### src/rtl/exe_stage_req_pkg.sv
// Shared definitions for the EXE stage: bundle widths, mem_all bit positions,
// access-size encodings and the data-request FSM states.
package exe_stage_req_pkg;

    localparam int MEM_ALL_W = 8;
    localparam int RF_ALL_W  = 6;
    localparam int CSR_RF_W  = 79;
    localparam int EXC_RF_W  = 7;

    // mem_all = {mem_we, ld_b, ld_h, ld_w, ld_se, st_b, st_h, st_w}
    localparam int MA_MEM_WE = 7;
    localparam int MA_LD_B   = 6;
    localparam int MA_LD_H   = 5;
    localparam int MA_LD_W   = 4;
    localparam int MA_LD_SE  = 3;
    localparam int MA_ST_B   = 2;
    localparam int MA_ST_H   = 1;
    localparam int MA_ST_W   = 0;

    localparam logic [1:0] SZ_B = 2'd0;
    localparam logic [1:0] SZ_H = 2'd1;
    localparam logic [1:0] SZ_W = 2'd2;

    typedef enum logic {
        REQ_IDLE = 1'b0,
        REQ_DONE = 1'b1
    } req_state_e;

endpackage

### src/rtl/exe_stage_req_if.sv
// Data SRAM-like request channel between the EXE stage (master) and memory (slave).
interface exe_stage_req_if;

    logic        req;
    logic        wr;
    logic [1:0]  size;
    logic [3:0]  wstrb;
    logic [31:0] addr;
    logic [31:0] wdata;
    logic        addr_ok;

    modport master (
        output req, wr, size, wstrb, addr, wdata,
        input  addr_ok
    );

    modport slave (
        input  req, wr, size, wstrb, addr, wdata,
        output addr_ok
    );

endinterface

### src/rtl/exe_stage_req_store_align.sv
// Combinational store/load alignment: access size, byte strobes, replicated
// store data and the misaligned-access (ALE) flag.
module exe_store_align
    import exe_stage_req_pkg::*;
(
    input  logic [MEM_ALL_W-1:0] mem_all,
    input  logic [31:0]          addr,
    input  logic [31:0]          rkd,
    output logic [1:0]           size,
    output logic [3:0]           wstrb,
    output logic [31:0]          wdata,
    output logic                 ale
);

    logic ld_b, ld_h, ld_w, st_b, st_h, st_w;
    logic unused_mem_bits;

    function automatic logic [3:0] byte_strobe(input logic [1:0] off);
        byte_strobe = 4'b0001 << off;
    endfunction

    function automatic logic [3:0] half_strobe(input logic hi);
        half_strobe = hi ? 4'b1100 : 4'b0011;
    endfunction

    assign ld_b = mem_all[MA_LD_B];
    assign ld_h = mem_all[MA_LD_H];
    assign ld_w = mem_all[MA_LD_W];
    assign st_b = mem_all[MA_ST_B];
    assign st_h = mem_all[MA_ST_H];
    assign st_w = mem_all[MA_ST_W];
    // write enable and sign-extension do not affect alignment
    assign unused_mem_bits = mem_all[MA_MEM_WE] ^ mem_all[MA_LD_SE];

    always_comb begin
        size  = SZ_B;
        wstrb = 4'b0000;
        wdata = rkd;
        if (ld_h | st_h) begin
            size = SZ_H;
        end else if (ld_w | st_w) begin
            size = SZ_W;
        end
        if (st_b) begin
            wstrb = byte_strobe(addr[1:0]);
            wdata = {4{rkd[7:0]}};
        end else if (st_h) begin
            wstrb = half_strobe(addr[1]);
            wdata = {2{rkd[15:0]}};
        end else if (st_w) begin
            wstrb = 4'b1111;
        end
        ale = ((ld_h | st_h) & addr[0]) | ((ld_w | st_w) & (addr[1:0] != 2'b00));
    end

endmodule

### src/rtl/exe_stage_req.sv
// EXE pipeline stage: ID->EXE registers, operand drive to the external ALU,
// data-request issue with misalignment detection, and the EXE->MEM bundle.
module exe_stage_req
    import exe_stage_req_pkg::*;
#(
    parameter logic [31:0] PC_RESET = 32'h1bfffffc
) (
    input  logic                 clk,
    input  logic                 reset,

    input  logic                 id_to_exe_valid,
    output logic                 exe_allowin,
    input  logic [31:0]          id_pc,
    input  logic [31:0]          id_src1,
    input  logic [31:0]          id_src2,
    input  logic [11:0]          id_alu_op,
    input  logic [31:0]          id_rkd_value,
    input  logic                 id_res_from_mem,
    input  logic [MEM_ALL_W-1:0] id_mem_all,
    input  logic [RF_ALL_W-1:0]  id_rf_all,
    input  logic [CSR_RF_W-1:0]  id_csr_rf,
    input  logic [5:0]           id_exc_rf,

    output logic [31:0]          alu_src1,
    output logic [31:0]          alu_src2,
    output logic [11:0]          alu_op,
    input  logic [31:0]          alu_result,

    input  logic                 mem_allowin,
    output logic                 exe_ready_go,
    output logic                 exe_to_mem_valid,
    output logic [31:0]          exe_pc,
    output logic [31:0]          exe_result,
    output logic [31:0]          exe_rkd_value,
    output logic                 exe_res_from_mem,
    output logic [MEM_ALL_W-1:0] exe_mem_all,
    output logic [RF_ALL_W-1:0]  exe_rf_all,
    output logic [CSR_RF_W-1:0]  exe_csr_rf,
    output logic [EXC_RF_W-1:0]  exe_exc_rf,

    input  logic                 mem_exc_flush,
    input  logic                 wb_exc_flush,
    input  logic                 cancel_exc_ertn,

    exe_stage_req_if.master      data_sram
);

    logic                 exe_valid;
    logic [31:0]          pc_p1;
    logic [31:0]          src1_p1;
    logic [31:0]          src2_p1;
    logic [11:0]          alu_op_p1;
    logic [31:0]          rkd_p1;
    logic                 res_from_mem_p1;
    logic [MEM_ALL_W-1:0] mem_all_p1;
    logic [RF_ALL_W-1:0]  rf_all_p1;
    logic [CSR_RF_W-1:0]  csr_rf_p1;
    logic [5:0]           exc_p1;

    req_state_e state_q, state_d;
    logic       sram_req;
    logic       is_mem;
    logic       no_req;
    logic       ale;
    logic [1:0] al_size;
    logic [3:0] al_wstrb;
    logic [31:0] al_wdata;

    // ---- ID -> EXE register boundary ----
    always_ff @(posedge clk or posedge reset) begin
        if (reset) begin
            exe_valid       <= 1'b0;
            pc_p1           <= PC_RESET;
            src1_p1         <= '0;
            src2_p1         <= '0;
            alu_op_p1       <= '0;
            rkd_p1          <= '0;
            res_from_mem_p1 <= 1'b0;
            mem_all_p1      <= '0;
            rf_all_p1       <= '0;
            csr_rf_p1       <= '0;
            exc_p1          <= '0;
        end else begin
            if (exe_allowin) begin
                exe_valid <= id_to_exe_valid & ~cancel_exc_ertn;
            end
            if (exe_allowin & id_to_exe_valid) begin
                pc_p1           <= id_pc;
                src1_p1         <= id_src1;
                src2_p1         <= id_src2;
                alu_op_p1       <= id_alu_op;
                rkd_p1          <= id_rkd_value;
                res_from_mem_p1 <= id_res_from_mem;
                mem_all_p1      <= id_mem_all;
                rf_all_p1       <= id_rf_all;
                csr_rf_p1       <= id_csr_rf;
                exc_p1          <= id_exc_rf;
            end
        end
    end

    exe_store_align u_align (
        .mem_all (mem_all_p1),
        .addr    (alu_result),
        .rkd     (rkd_p1),
        .size    (al_size),
        .wstrb   (al_wstrb),
        .wdata   (al_wdata),
        .ale     (ale)
    );

    assign alu_src1 = src1_p1;
    assign alu_src2 = src2_p1;
    assign alu_op   = alu_op_p1;

    assign exe_exc_rf = {exc_p1[5], exc_p1[4], ale, exc_p1[3:0]};
    assign is_mem     = mem_all_p1[MA_MEM_WE] | res_from_mem_p1;
    // anything older excepting, or this op excepting, suppresses the access
    assign no_req     = ~exe_valid | (|exe_exc_rf) | mem_exc_flush | wb_exc_flush
                        | cancel_exc_ertn;

    always_ff @(posedge clk or posedge reset) begin
        if (reset) begin
            state_q <= REQ_IDLE;
        end else begin
            state_q <= state_d;
        end
    end

    always_comb begin
        state_d  = state_q;
        sram_req = 1'b0;
        case (state_q)
            REQ_IDLE: begin
                sram_req = exe_valid & is_mem & ~no_req;
                if (sram_req & data_sram.addr_ok & ~mem_allowin) begin
                    state_d = REQ_DONE;
                end
            end
            REQ_DONE: begin
                if (mem_allowin | cancel_exc_ertn) begin
                    state_d = REQ_IDLE;
                end
            end
            default: state_d = REQ_IDLE;
        endcase
    end

    assign exe_ready_go = ~is_mem
                          | (|exe_exc_rf)
                          | mem_exc_flush | wb_exc_flush
                          | (sram_req & data_sram.addr_ok)
                          | (state_q == REQ_DONE);

    assign exe_allowin      = ~exe_valid | (exe_ready_go & mem_allowin) | cancel_exc_ertn;
    assign exe_to_mem_valid = exe_valid & exe_ready_go & ~cancel_exc_ertn;

    // ---- EXE -> MEM bundle ----
    assign exe_pc           = pc_p1;
    assign exe_result       = alu_result;
    assign exe_rkd_value    = rkd_p1;
    assign exe_res_from_mem = res_from_mem_p1;
    assign exe_mem_all      = mem_all_p1;
    assign exe_rf_all       = rf_all_p1 & {RF_ALL_W{exe_valid}};
    assign exe_csr_rf       = csr_rf_p1;

    // request fields come from held registers, so they stay stable until addr_ok
    assign data_sram.req   = sram_req;
    assign data_sram.wr    = mem_all_p1[MA_MEM_WE];
    assign data_sram.size  = al_size;
    assign data_sram.wstrb = al_wstrb;
    assign data_sram.addr  = alu_result;
    assign data_sram.wdata = al_wdata;

endmodule

### src/flat_wrapper.sv
// flat-port wrapper written by rule: the top's interface ports become plain ports
module exe_stage_req_flat import exe_stage_req_pkg::*;
#(
    parameter logic [31:0] PC_RESET = 32'h1bfffffc
)
  (clk, reset, id_to_exe_valid, exe_allowin, id_pc, id_src1, id_src2, id_alu_op, id_rkd_value, id_res_from_mem, id_mem_all, id_rf_all, id_csr_rf, id_exc_rf, alu_src1, alu_src2, alu_op, alu_result, mem_allowin, exe_ready_go, exe_to_mem_valid, exe_pc, exe_result, exe_rkd_value, exe_res_from_mem, exe_mem_all, exe_rf_all, exe_csr_rf, exe_exc_rf, mem_exc_flush, wb_exc_flush, cancel_exc_ertn, data_sram_req, data_sram_wr, data_sram_size, data_sram_wstrb, data_sram_addr, data_sram_wdata, data_sram_addr_ok);
  exe_stage_req_if data_sram_i ();
  input  logic clk;
  input  logic reset;
  input  logic id_to_exe_valid;
  output logic exe_allowin;
  input  logic [31:0] id_pc;
  input  logic [31:0] id_src1;
  input  logic [31:0] id_src2;
  input  logic [11:0] id_alu_op;
  input  logic [31:0] id_rkd_value;
  input  logic id_res_from_mem;
  input  logic [MEM_ALL_W-1:0] id_mem_all;
  input  logic [RF_ALL_W-1:0] id_rf_all;
  input  logic [CSR_RF_W-1:0] id_csr_rf;
  input  logic [5:0] id_exc_rf;
  output logic [31:0] alu_src1;
  output logic [31:0] alu_src2;
  output logic [11:0] alu_op;
  input  logic [31:0] alu_result;
  input  logic mem_allowin;
  output logic exe_ready_go;
  output logic exe_to_mem_valid;
  output logic [31:0] exe_pc;
  output logic [31:0] exe_result;
  output logic [31:0] exe_rkd_value;
  output logic exe_res_from_mem;
  output logic [MEM_ALL_W-1:0] exe_mem_all;
  output logic [RF_ALL_W-1:0] exe_rf_all;
  output logic [CSR_RF_W-1:0] exe_csr_rf;
  output logic [EXC_RF_W-1:0] exe_exc_rf;
  input  logic mem_exc_flush;
  input  logic wb_exc_flush;
  input  logic cancel_exc_ertn;
  output wire logic [$bits(data_sram_i.req)-1:0] data_sram_req;
  output wire logic [$bits(data_sram_i.wr)-1:0] data_sram_wr;
  output wire logic [$bits(data_sram_i.size)-1:0] data_sram_size;
  output wire logic [$bits(data_sram_i.wstrb)-1:0] data_sram_wstrb;
  output wire logic [$bits(data_sram_i.addr)-1:0] data_sram_addr;
  output wire logic [$bits(data_sram_i.wdata)-1:0] data_sram_wdata;
  input wire logic [$bits(data_sram_i.addr_ok)-1:0] data_sram_addr_ok;
  assign data_sram_req = data_sram_i.req;
  assign data_sram_wr = data_sram_i.wr;
  assign data_sram_size = data_sram_i.size;
  assign data_sram_wstrb = data_sram_i.wstrb;
  assign data_sram_addr = data_sram_i.addr;
  assign data_sram_wdata = data_sram_i.wdata;
  assign data_sram_i.addr_ok = data_sram_addr_ok;
  exe_stage_req #(.PC_RESET(PC_RESET)) u_core (.clk(clk), .reset(reset), .id_to_exe_valid(id_to_exe_valid), .exe_allowin(exe_allowin), .id_pc(id_pc), .id_src1(id_src1), .id_src2(id_src2), .id_alu_op(id_alu_op), .id_rkd_value(id_rkd_value), .id_res_from_mem(id_res_from_mem), .id_mem_all(id_mem_all), .id_rf_all(id_rf_all), .id_csr_rf(id_csr_rf), .id_exc_rf(id_exc_rf), .alu_src1(alu_src1), .alu_src2(alu_src2), .alu_op(alu_op), .alu_result(alu_result), .mem_allowin(mem_allowin), .exe_ready_go(exe_ready_go), .exe_to_mem_valid(exe_to_mem_valid), .exe_pc(exe_pc), .exe_result(exe_result), .exe_rkd_value(exe_rkd_value), .exe_res_from_mem(exe_res_from_mem), .exe_mem_all(exe_mem_all), .exe_rf_all(exe_rf_all), .exe_csr_rf(exe_csr_rf), .exe_exc_rf(exe_exc_rf), .mem_exc_flush(mem_exc_flush), .wb_exc_flush(wb_exc_flush), .cancel_exc_ertn(cancel_exc_ertn), .data_sram(data_sram_i));
endmodule
### config.mk
export PLATFORM = sky130hd
export DESIGN_NAME = exe_stage_req_flat
export DESIGN_NICKNAME = d
export VERILOG_FILES = /design/src/rtl/exe_stage_req_pkg.sv /design/src/rtl/exe_stage_req_if.sv /design/src/rtl/exe_stage_req_store_align.sv /design/src/rtl/exe_stage_req.sv /design/src/flat_wrapper.sv
export SDC_FILE = /design/constraint.sdc
export NUM_CORES = 1
export LEC_CHECK = 0
export BUFFER_PORTS_ARGS = -buffer_cell sky130_fd_sc_hd__buf_4
export CAP_MARGIN = 20
export CELL_PAD_IN_SITES_DETAIL_PLACEMENT = 2
export CELL_PAD_IN_SITES_GLOBAL_PLACEMENT = 2
export CORE_AREA = 2 2 246 248
export DETAILED_ROUTE_END_ITERATION = 7
export DIE_AREA = 0 0 248 250
export HOLD_SLACK_MARGIN = 0.12
export PLACE_DENSITY_LB_ADDON = 0.1
export SYNTH_ARGS = -nofsm -noshare
export SYNTH_HDL_FRONTEND = slang
export SYNTH_HIERARCHICAL = 1
export SYNTH_SLANG_ARGS = --single-unit
### constraint.sdc
create_clock -name clk -period 6.9 [get_ports clk]
set_clock_uncertainty 0.2 [all_clocks]
set_input_delay 0.69 -clock clk [delete_from_list [all_inputs] [get_ports clk]]
set_output_delay 0.69 -clock clk [all_outputs]
set_load 0.005 [all_outputs]
# After elaboration in Yosys (flattened, before gate mapping)
# Index checks and enable logic that the tools add are counted.
# word_totals
register_bits	242
out_inout_bits	348
elab_cells	62
# classes
n_shift	1
mux	12
bitwise_logic	35
n_reduce_logical	2
# ops
operator	n
$mux 32	2
$mux 4	4
$or 1x1->1	16
$and 1x1->1	12
$reduce_or 7->1	1
$and 6x6->6	1
$not 1->1	6
$mux 2	2
$shl 1x2->4 const A	1
$mux 1	3
$pmux 1 s2	1
$reduce_bool 2->1	1

# Depth between registers and ports, before layout
# Gate-level depths: netlist of the first run.
# depth
depth_word	18
depth_mapped	10
depth_no_buf	7

# Modules after synthesis
# Netlist of the first run, hierarchy kept.
# by_module_without_submodules
mod	instances	cells_per_inst	area_each_um2	seq_area_each_um2
exe_stage_req	1	605	10456.3	6088.3
exe_store_align	1	76	479.2	0.0

# Worst setup path after synthesis of the first run
# OpenSTA, ideal clock, no wires.
# synth_timing
kind	register to output
from	register u_core.mem_all_p1[1], in the netlist u_core/exe_mem_all[1]
to	output data_sram_req
arrival_time_ns	1.770
required_ns	6.010
slack_ns	4.240
stages_incl_launch_ff	8
path_buffers	1
path_cell_list	dfrtp_1 -> buf_6 -> or2_1 -> o31ai_1 -> o21ai_1 -> nor3_1 -> o2111a_2 -> nor3b_1
# synth_via
elab_chain_len	11
# synth_lines
element	line	rtl
start, declared	exe_stage_req.sv:55	logic [MEM_ALL_W-1:0] mem_all_p1;
start signal, assigned	exe_stage_req.sv:94	mem_all_p1 <= id_mem_all;
$or 1x1->1	exe_stage_req_store_align.sv:53	ale = ((ld_h | st_h) & addr[0]) | ((ld_w | st_w) & (addr[1:0] != 2'b00));
$and 1x1->1	exe_stage_req_store_align.sv:53	
$or 1x1->1	exe_stage_req_store_align.sv:53	
named net u_core.ale	exe_stage_req.sv:64	logic ale;
$reduce_or 7->1	exe_stage_req.sv:119	assign no_req = ~exe_valid | (|exe_exc_rf) | mem_exc_flush | wb_exc_flush
$or 1x1->1 (3 in a row)	exe_stage_req.sv:119	
$or 1x1->1	exe_stage_req.sv:120	| cancel_exc_ertn;
$not 1->1	exe_stage_req.sv:135	sram_req = exe_valid & is_mem & ~no_req;
$and 1x1->1	exe_stage_req.sv:135	
$mux 1	exe_stage_req.sv:133	case (state_q)
end, declared	flat_wrapper.sv:40	output wire logic [$bits(data_sram_i.req)-1:0] data_sram_req;
# The timed path passes the listed nets, and every way through them passes these cells.

# Worst setup path after layout of the first run
# layout_timing
from	register u_core.mem_all_p1[1], in the netlist u_core/exe_mem_all[1]
to	output data_sram_req
# layout_via
elab_chain_len	11
# layout_lines
element	line
$or 1x1->1	exe_stage_req_store_align.sv:53
$and 1x1->1	exe_stage_req_store_align.sv:53
$or 1x1->1	exe_stage_req_store_align.sv:53
$reduce_or 7->1	exe_stage_req.sv:119
$or 1x1->1 (3 in a row)	exe_stage_req.sv:119
$or 1x1->1	exe_stage_req.sv:120
$not 1->1	exe_stage_req.sv:135
$and 1x1->1	exe_stage_req.sv:135
$mux 1	exe_stage_req.sv:133
# No other way between the ends.

==> impl_metrics.json, run 1 <==
{
  "status": "complete, no violations",
  "synthesis.nets": 961,
  "ys_ff_latch": 242,
  "gp_congestion": 0.731,
  "multi_input_area_um2": 3970,
  "hp-class": "in2async",
  "routed_wl_um": 42000,
  "htreeDepth": 2,
  "synth.largest_area_cell": "dfrtp_1",
  "rr_worst_depth": 8,
  "grt_pass1_vias": 8367,
  "synth_seq_area_share_pct": 55.7,
  "peakVddDrop_mv": 0.159,
  "period_share_pct": 55.6,
  "cts-resized-gates": 0,
  "port_buffers": 537,
  "synth_top_flop_cell": "dfrtp_1",
  "synth_cells": 681,
  "drive_above_1_share_pct": 72.9,
  "avgRoutedWirePerCell_um": 21.3,
  "dr.first_iter.drc_count": 182,
  "grt_overflow_total": 0,
  "rsz0062_at_grt": "no",
  "via_per_inst": 3.74,
  "dp.cells": 1902,
  "synth-warning-count": 6,
  "clkLatencyLatePin_ps": 540,
  "cts_inserted_buffers": 35,
  "slew_violations": 0,
  "io_pins": 628,
  "yosysTopAreaCellShare_pct": 49.4,
  "antenna_found_initial": 2,
  "avgSynthCellArea_um2": 16.1,
  "required_ps": 6010,
  "setup_viol": 0,
  "synth_edf_count": 0,
  "worst_pin_slew_ps": 1070,
  "die_h_um": 250,
  "r2r_slack_ps": 3350,
  "antenna_left": 0,
  "cts_tree": "built",
  "final_net_count": 1440,
  "grt_first_pass_wirelength_um": 59800,
  "clockBufferDepth": 3,
  "finalPower_mw": 4.39,
  "r2r_end": "u_core/exe_rkd_value[16]",
  "grt_use_total_pct": 13.2,
  "core_area_um2": 59600,
  "cp.arrival_ps": 2950,
  "end_kind": "output port",
  "hold_violations": 0,
  "chipWidth_um": 248,
  "start_util_pct": 18.4,
  "final_core_util_pct": 27.4,
  "power.density_nw_per_um2": 269,
  "dpl_cell_area_um2": 15200,
  "async_flop_share_pct": 100,
  "place_ws_ps": 3230,
  "final_area_um2": 16300,
  "holdBufCountCts": 3,
  "regToRegStartpoint": "u_core/exe_mem_all[1]",
  "firstDrtPassIters": 4,
  "vias": 7364,
  "clock.fmax_ghz": 0.261,
  "min_period_ps": 3840,
  "clk_pin_slew_worst_paths_ps": 60,
  "grt_max_degree": 144,
  "clockRootBuffer": "clkbuf_16",
  "route.detailed.drc": 0,
  "synthTopCellsByArea": "dfrtp_1, mux2_4, dfstp_2",
  "hpwl_um": 30800,
  "relSlewSlack_pct": 28.8,
  "n_fill_cell": 6304,
  "worst_slack_ps": 3060,
  "maxCapViolations": 0,
  "post_cts_buffers": 0,
  "synth_area_um2": 10900,
  "syn2layout_area_growth_pct": 49.4,
  "final_cells": 1969,
  "crit_type": "reg2out",
  "placementRows": 90,
  "final.setup.tns_ps": 0,
  "design.die.area_um2": 62000,
  "synth.most_common_cell": "dfrtp_1",
  "cts_sinks": 242,
  "cp_max_fo": 13,
  "leakage_nw": 8.00,
  "register_area_um2": 6090,
  "synthDistinctLibCells": 31,
  "ys_top_cells_by_count": "dfrtp_1, mux2_4, buf_4",
  "whs_ps": 143,
  "critPathLaunchType": "register"
}
area by class of cell:
type | count | area share [%]
Multi-Input combinational cell | 324 | 24.3
Clock inverter | 4 | 0.368
Inverter | 11 | 0.276
Sequential cell | 242 | 37.3
Tap cell | 782 | 5.99
Timing Repair Buffer | 546 | 25.4
Clock buffer | 58 | 6.45
Antenna cell | 2 | 0.0306
critical path, cell delays in order (launching register included):
cell      delay (ps)
dfrtp_1          680
or2_1            400
o31ai_1          200
o21ai_1          190
nor3_1           190
o2111a_2         310
nor3b_1          280
buf_4            170
cell usage in the layout, fill, tap and decap left out, types with 3 or more instances in the layout:
| cell | count |
|---|---|
| a21oi_1 | 7 |
| buf_12 | 3 |
| buf_4 | 540 |
| clkbuf_16 | 36 |
| dfstp_2 | 26 |
| nand2_1 | 9 |
| nor2_1 | 5 |
| mux2i_1 | 8 |
| clkbuf_8 | 7 |
| dfrtp_1 | 216 |
| clkbuf_1 | 15 |
| inv_1 | 10 |
| nor3_1 | 4 |
| dlygate4sd3_1 | 3 |
| a22o_1 | 6 |
| mux2_2 | 48 |
| o21ai_0 | 20 |
| and2_1 | 6 |
| mux2_4 | 194 |
kinds of logic (layout without fill, tap and decap cells):
| kind of cell | after synthesis | count (layout) | synth area share (%) |
|---|---|---|---|
| other | 0 | 2 | 0 |
| DFF | 242 | 242 | 55.7 |
| AOI/OAI and AO/OA | 40 | 40 | 2.21 |
| muxes | 250 | 250 | 32.3 |
| buffers and inverters | 115 | 619 | 8.12 |
| and+or+nand+nor | 34 | 34 | 1.68 |
sequential cells by signal, summed over array words and instances (netlist names):
register                 flops
u_core/alu_src2             32
u_core/exe_valid             1
u_core/exe_res_from_mem      1
u_core/alu_src1             32
u_core/state_q               1
u_core/exe_pc               32
u_core/alu_op               12
u_core/exe_rkd_value        32
u_core/exc_p1                6
u_core/exe_csr_rf           79
u_core/rf_all_p1             6
u_core/exe_mem_all           8
routing by layer:
layer / part of all wire [%] / global-route usage [%]
met4: 2.6 / 4.70
met1: 35 / 13.8
met3: 8.5 / 4.85
met5: 0 / 0
met2: 54 / 23.8
report_power, final:
group / switching (mW) / leakage (nW) / internal [mW]
Clock: 0.699 / 0.541 / 1.08
Sequential: 0.121 / 2.80 / 1.60
Combinational: 0.323 / 4.65 / 0.577
Total: 1.14 / 8.00 / 3.25
worst max-delay path by stage:
stage	start	end	slack, ps	depth (start not counted)
5_1_grt	u_core/exe_mem_all[1]	data_sram_req	2750	7
2_1_floorplan	reset	u_core/alu_op[0]	2860	1
3_5_place_dp	u_core/exe_mem_all[1]	u_core/exe_csr_rf[45]	3230	8
6_report	u_core/exe_mem_all[1]	data_sram_req	3060	7
3_3_place_gp	u_core/exe_mem_all[1]	u_core/exe_csr_rf[45]	3310	8
4_1_cts	u_core/exe_mem_all[1]	data_sram_req	2900	7
Note: power is estimated with default switching activity, not from simulation.
==> run 2: changes to the inputs <==
Settings changed: ABC_AREA set to 1, CORE_AREA 2 2 246 248 to 2 2 241 243, DIE_AREA 0 0 248 250 to 0 0 243 245.
Clock period 6.9 ns to 3.7 ns, I/O delays scaled along.
==> impl_metrics.json, run 2 <==
{
  "required_ps": 3970,
  "htreeDepth": 2,
  "maxCapViolations": 0,
  "antenna_found_initial": 3,
  "antenna_left": 0,
  "status": "complete, no violations",
  "synth.largest_area_cell": "dfrtp_1",
  "finalPower_mw": 8.33,
  "grt_util_met1_pct": 20.6,
  "final_cell_mix": "nand2_1, buf_4, dlygate4sd3_1, nand3_1, dfrtp_1",
  "core_area_um2": 57000,
  "cp.arrival_ps": 3580,
  "syn2layout_area_growth_pct": 71.7,
  "cts_inserted_buffers": 35,
  "synthTopCellsByArea": "dfrtp_1, nand2_1, nand3_1",
  "period_share_pct": 89.5,
  "die_h_um": 245,
  "dpl_cell_area_um2": 15000,
  "design.die.area_um2": 59500,
  "avgSynthCellArea_um2": 8.50,
  "grt-busiest-layer": "met2",
  "route.detailed.drc": 0,
  "cts_sinks": 242,
  "use_met2_pct": 30.3,
  "grt_overflow_total": 0,
  "crit_type": "reg2reg",
  "setup_viol": 0,
  "placementRows": 88,
  "synth_top_flop_cell": "dfrtp_1",
  "hold_violations": 0,
  "whs_ps": 205,
  "place_ws_ps": 731,
  "vias": 11500,
  "synth_cells": 1282,
  "peakVddDrop_mv": 0.265,
  "clock.fmax_ghz": 0.302,
  "min_period_ps": 3310,
  "relSlewSlack_pct": 41.1,
  "port_buffers": 537,
  "final_net_count": 2249,
  "async_flop_share_pct": 100,
  "avgRoutedWirePerCell_um": 19.4,
  "gp_congestion": 0.774,
  "ys_top_cells_by_count": "nand2_1, nand3_1, dfrtp_1",
  "synthDistinctLibCells": 22,
  "synth_edf_count": 0,
  "slew_violations": 0,
  "grt_use_total_pct": 17.6,
  "synthesis.nets": 1562,
  "grt_pass1_vias": 12900,
  "clk_pin_slew_worst_paths_ps": 60,
  "firstDrtPassIters": 4,
  "synth_area_um2": 10900,
  "yosysTopAreaCellShare_pct": 49.6,
  "io_pins": 628,
  "chipWidth_um": 243,
  "clockRootBuffer": "clkbuf_16",
  "start_util_pct": 19.1,
  "leakage_nw": 9.82,
  "drive_above_1_share_pct": 32.2,
  "worst_pin_slew_ps": 883,
  "routed_wl_um": 53600,
  "synth-warning-count": 6,
  "synth.most_common_cell": "nand2_1",
  "clkLatencyLatePin_ps": 540,
  "synth_seq_area_share_pct": 55.9,
  "hpwl_um": 36300,
  "ys_ff_latch": 242,
  "final_common_cell": "nand2_1",
  "via_per_inst": 4.18,
  "grt_first_pass_wirelength_um": 81300,
  "hp-class": "in2async",
  "grt_max_degree": 119,
  "clockBufferDepth": 3,
  "final_core_util_pct": 32.8,
  "cts_tree": "built",
  "post_cts_buffers": 0,
  "power.density_nw_per_um2": 445,
  "dr.first_iter.drc_count": 362,
  "critPathLaunchType": "register",
  "grtUsageMet3_pct": 6.10,
  "cp_max_fo": 47,
  "largest_reg_flops": 79,
  "rsz0062_at_grt": "no",
  "worst_slack_ps": 387,
  "final_area_um2": 18700,
  "end_kind": "register"
}
[run 2: critical path: stages (launching register included)]
cell and delay, ps:
dfrtp_1 400, or2_4 250, nand2_1 60, nand2_1 100, inv_1 80, nand2_1 80, inv_1 100, nand4_1 150
nand3_2 110, nand2_1 130, nand2_8 240, buf_4 510, nand3_1 140, dlygate4sd3_1 600, nand2_1 70
[run 2: repair_timing]
item / in CTS / in global routing
hold endpoints to repair: 268 / 0
gates resized for setup: 0 / 0
endpoints found under the setup margin: 0 / 0
hold buffers: 255 / 0
[run 2: area by class of cell]
class                           count  area, um2
Clock inverter                      9        106
Fill cell                        6513      38300
Tap cell                          765        957
Inverter                           23       90.1
Timing Repair Buffer              808       6840
Clock buffer                       50       1020
Antenna cell                        1       2.50
Sequential cell                   242       6090
Multi-Input combinational cell    859       3610
[run 2: logic make-up after synthesis]
kind of cell	after synthesis	share of synthesized area (%)
AOI/OAI and AO/OA	11	0.528
and+or+nand+nor	848	32.4
DFF	242	55.9
buffers and inverters	181	11.2
[run 2: per-stage QoR]
stage          setup TNS, ps  cells
3_3_place_gp               0   2442
5_1_grt                    0   2757
4_1_cts                    0   2756
3_5_place_dp               0   2442
6_report                   0   2757
2_1_floorplan          -5310   1282
[run 2: path summary, 6_finish.rpt]
kind | from | cells past startpoint | slack, ps | to
worst max-delay path | u_core/exe_mem_all[5] | 14 | 390 | u_core/exe_rkd_value[2]
worst min-delay path | reset | 3 | 200 | u_core/exe_csr_rf[74]
worst max register to register | u_core/exe_mem_all[5] | 14 | 390 | u_core/exe_rkd_value[2]
worst min register to register | u_core/exe_pc[25] | 2 | 260 | u_core/exe_pc[25]
max in group asynchronous | reset | 4 | 2080 | u_core/exe_csr_rf[44]
min in group clk | u_core/exe_pc[25] | 2 | 260 | u_core/exe_pc[25]
[run 2: routing by layer]
metal / up-vias / routed length, um
met4: 4 / 1500
li1: 5363 / -
met2: 385 / 26200
met5: - / 25
met3: 81 / 4040
met1: 5690 / 21800
[run 2: power by group]
part	internal (mW)	switching [mW]	leakage [nW]
combinational	0.952	0.817	6.35
sequential	2.95	0.222	2.91
clock	2.05	1.33	0.561
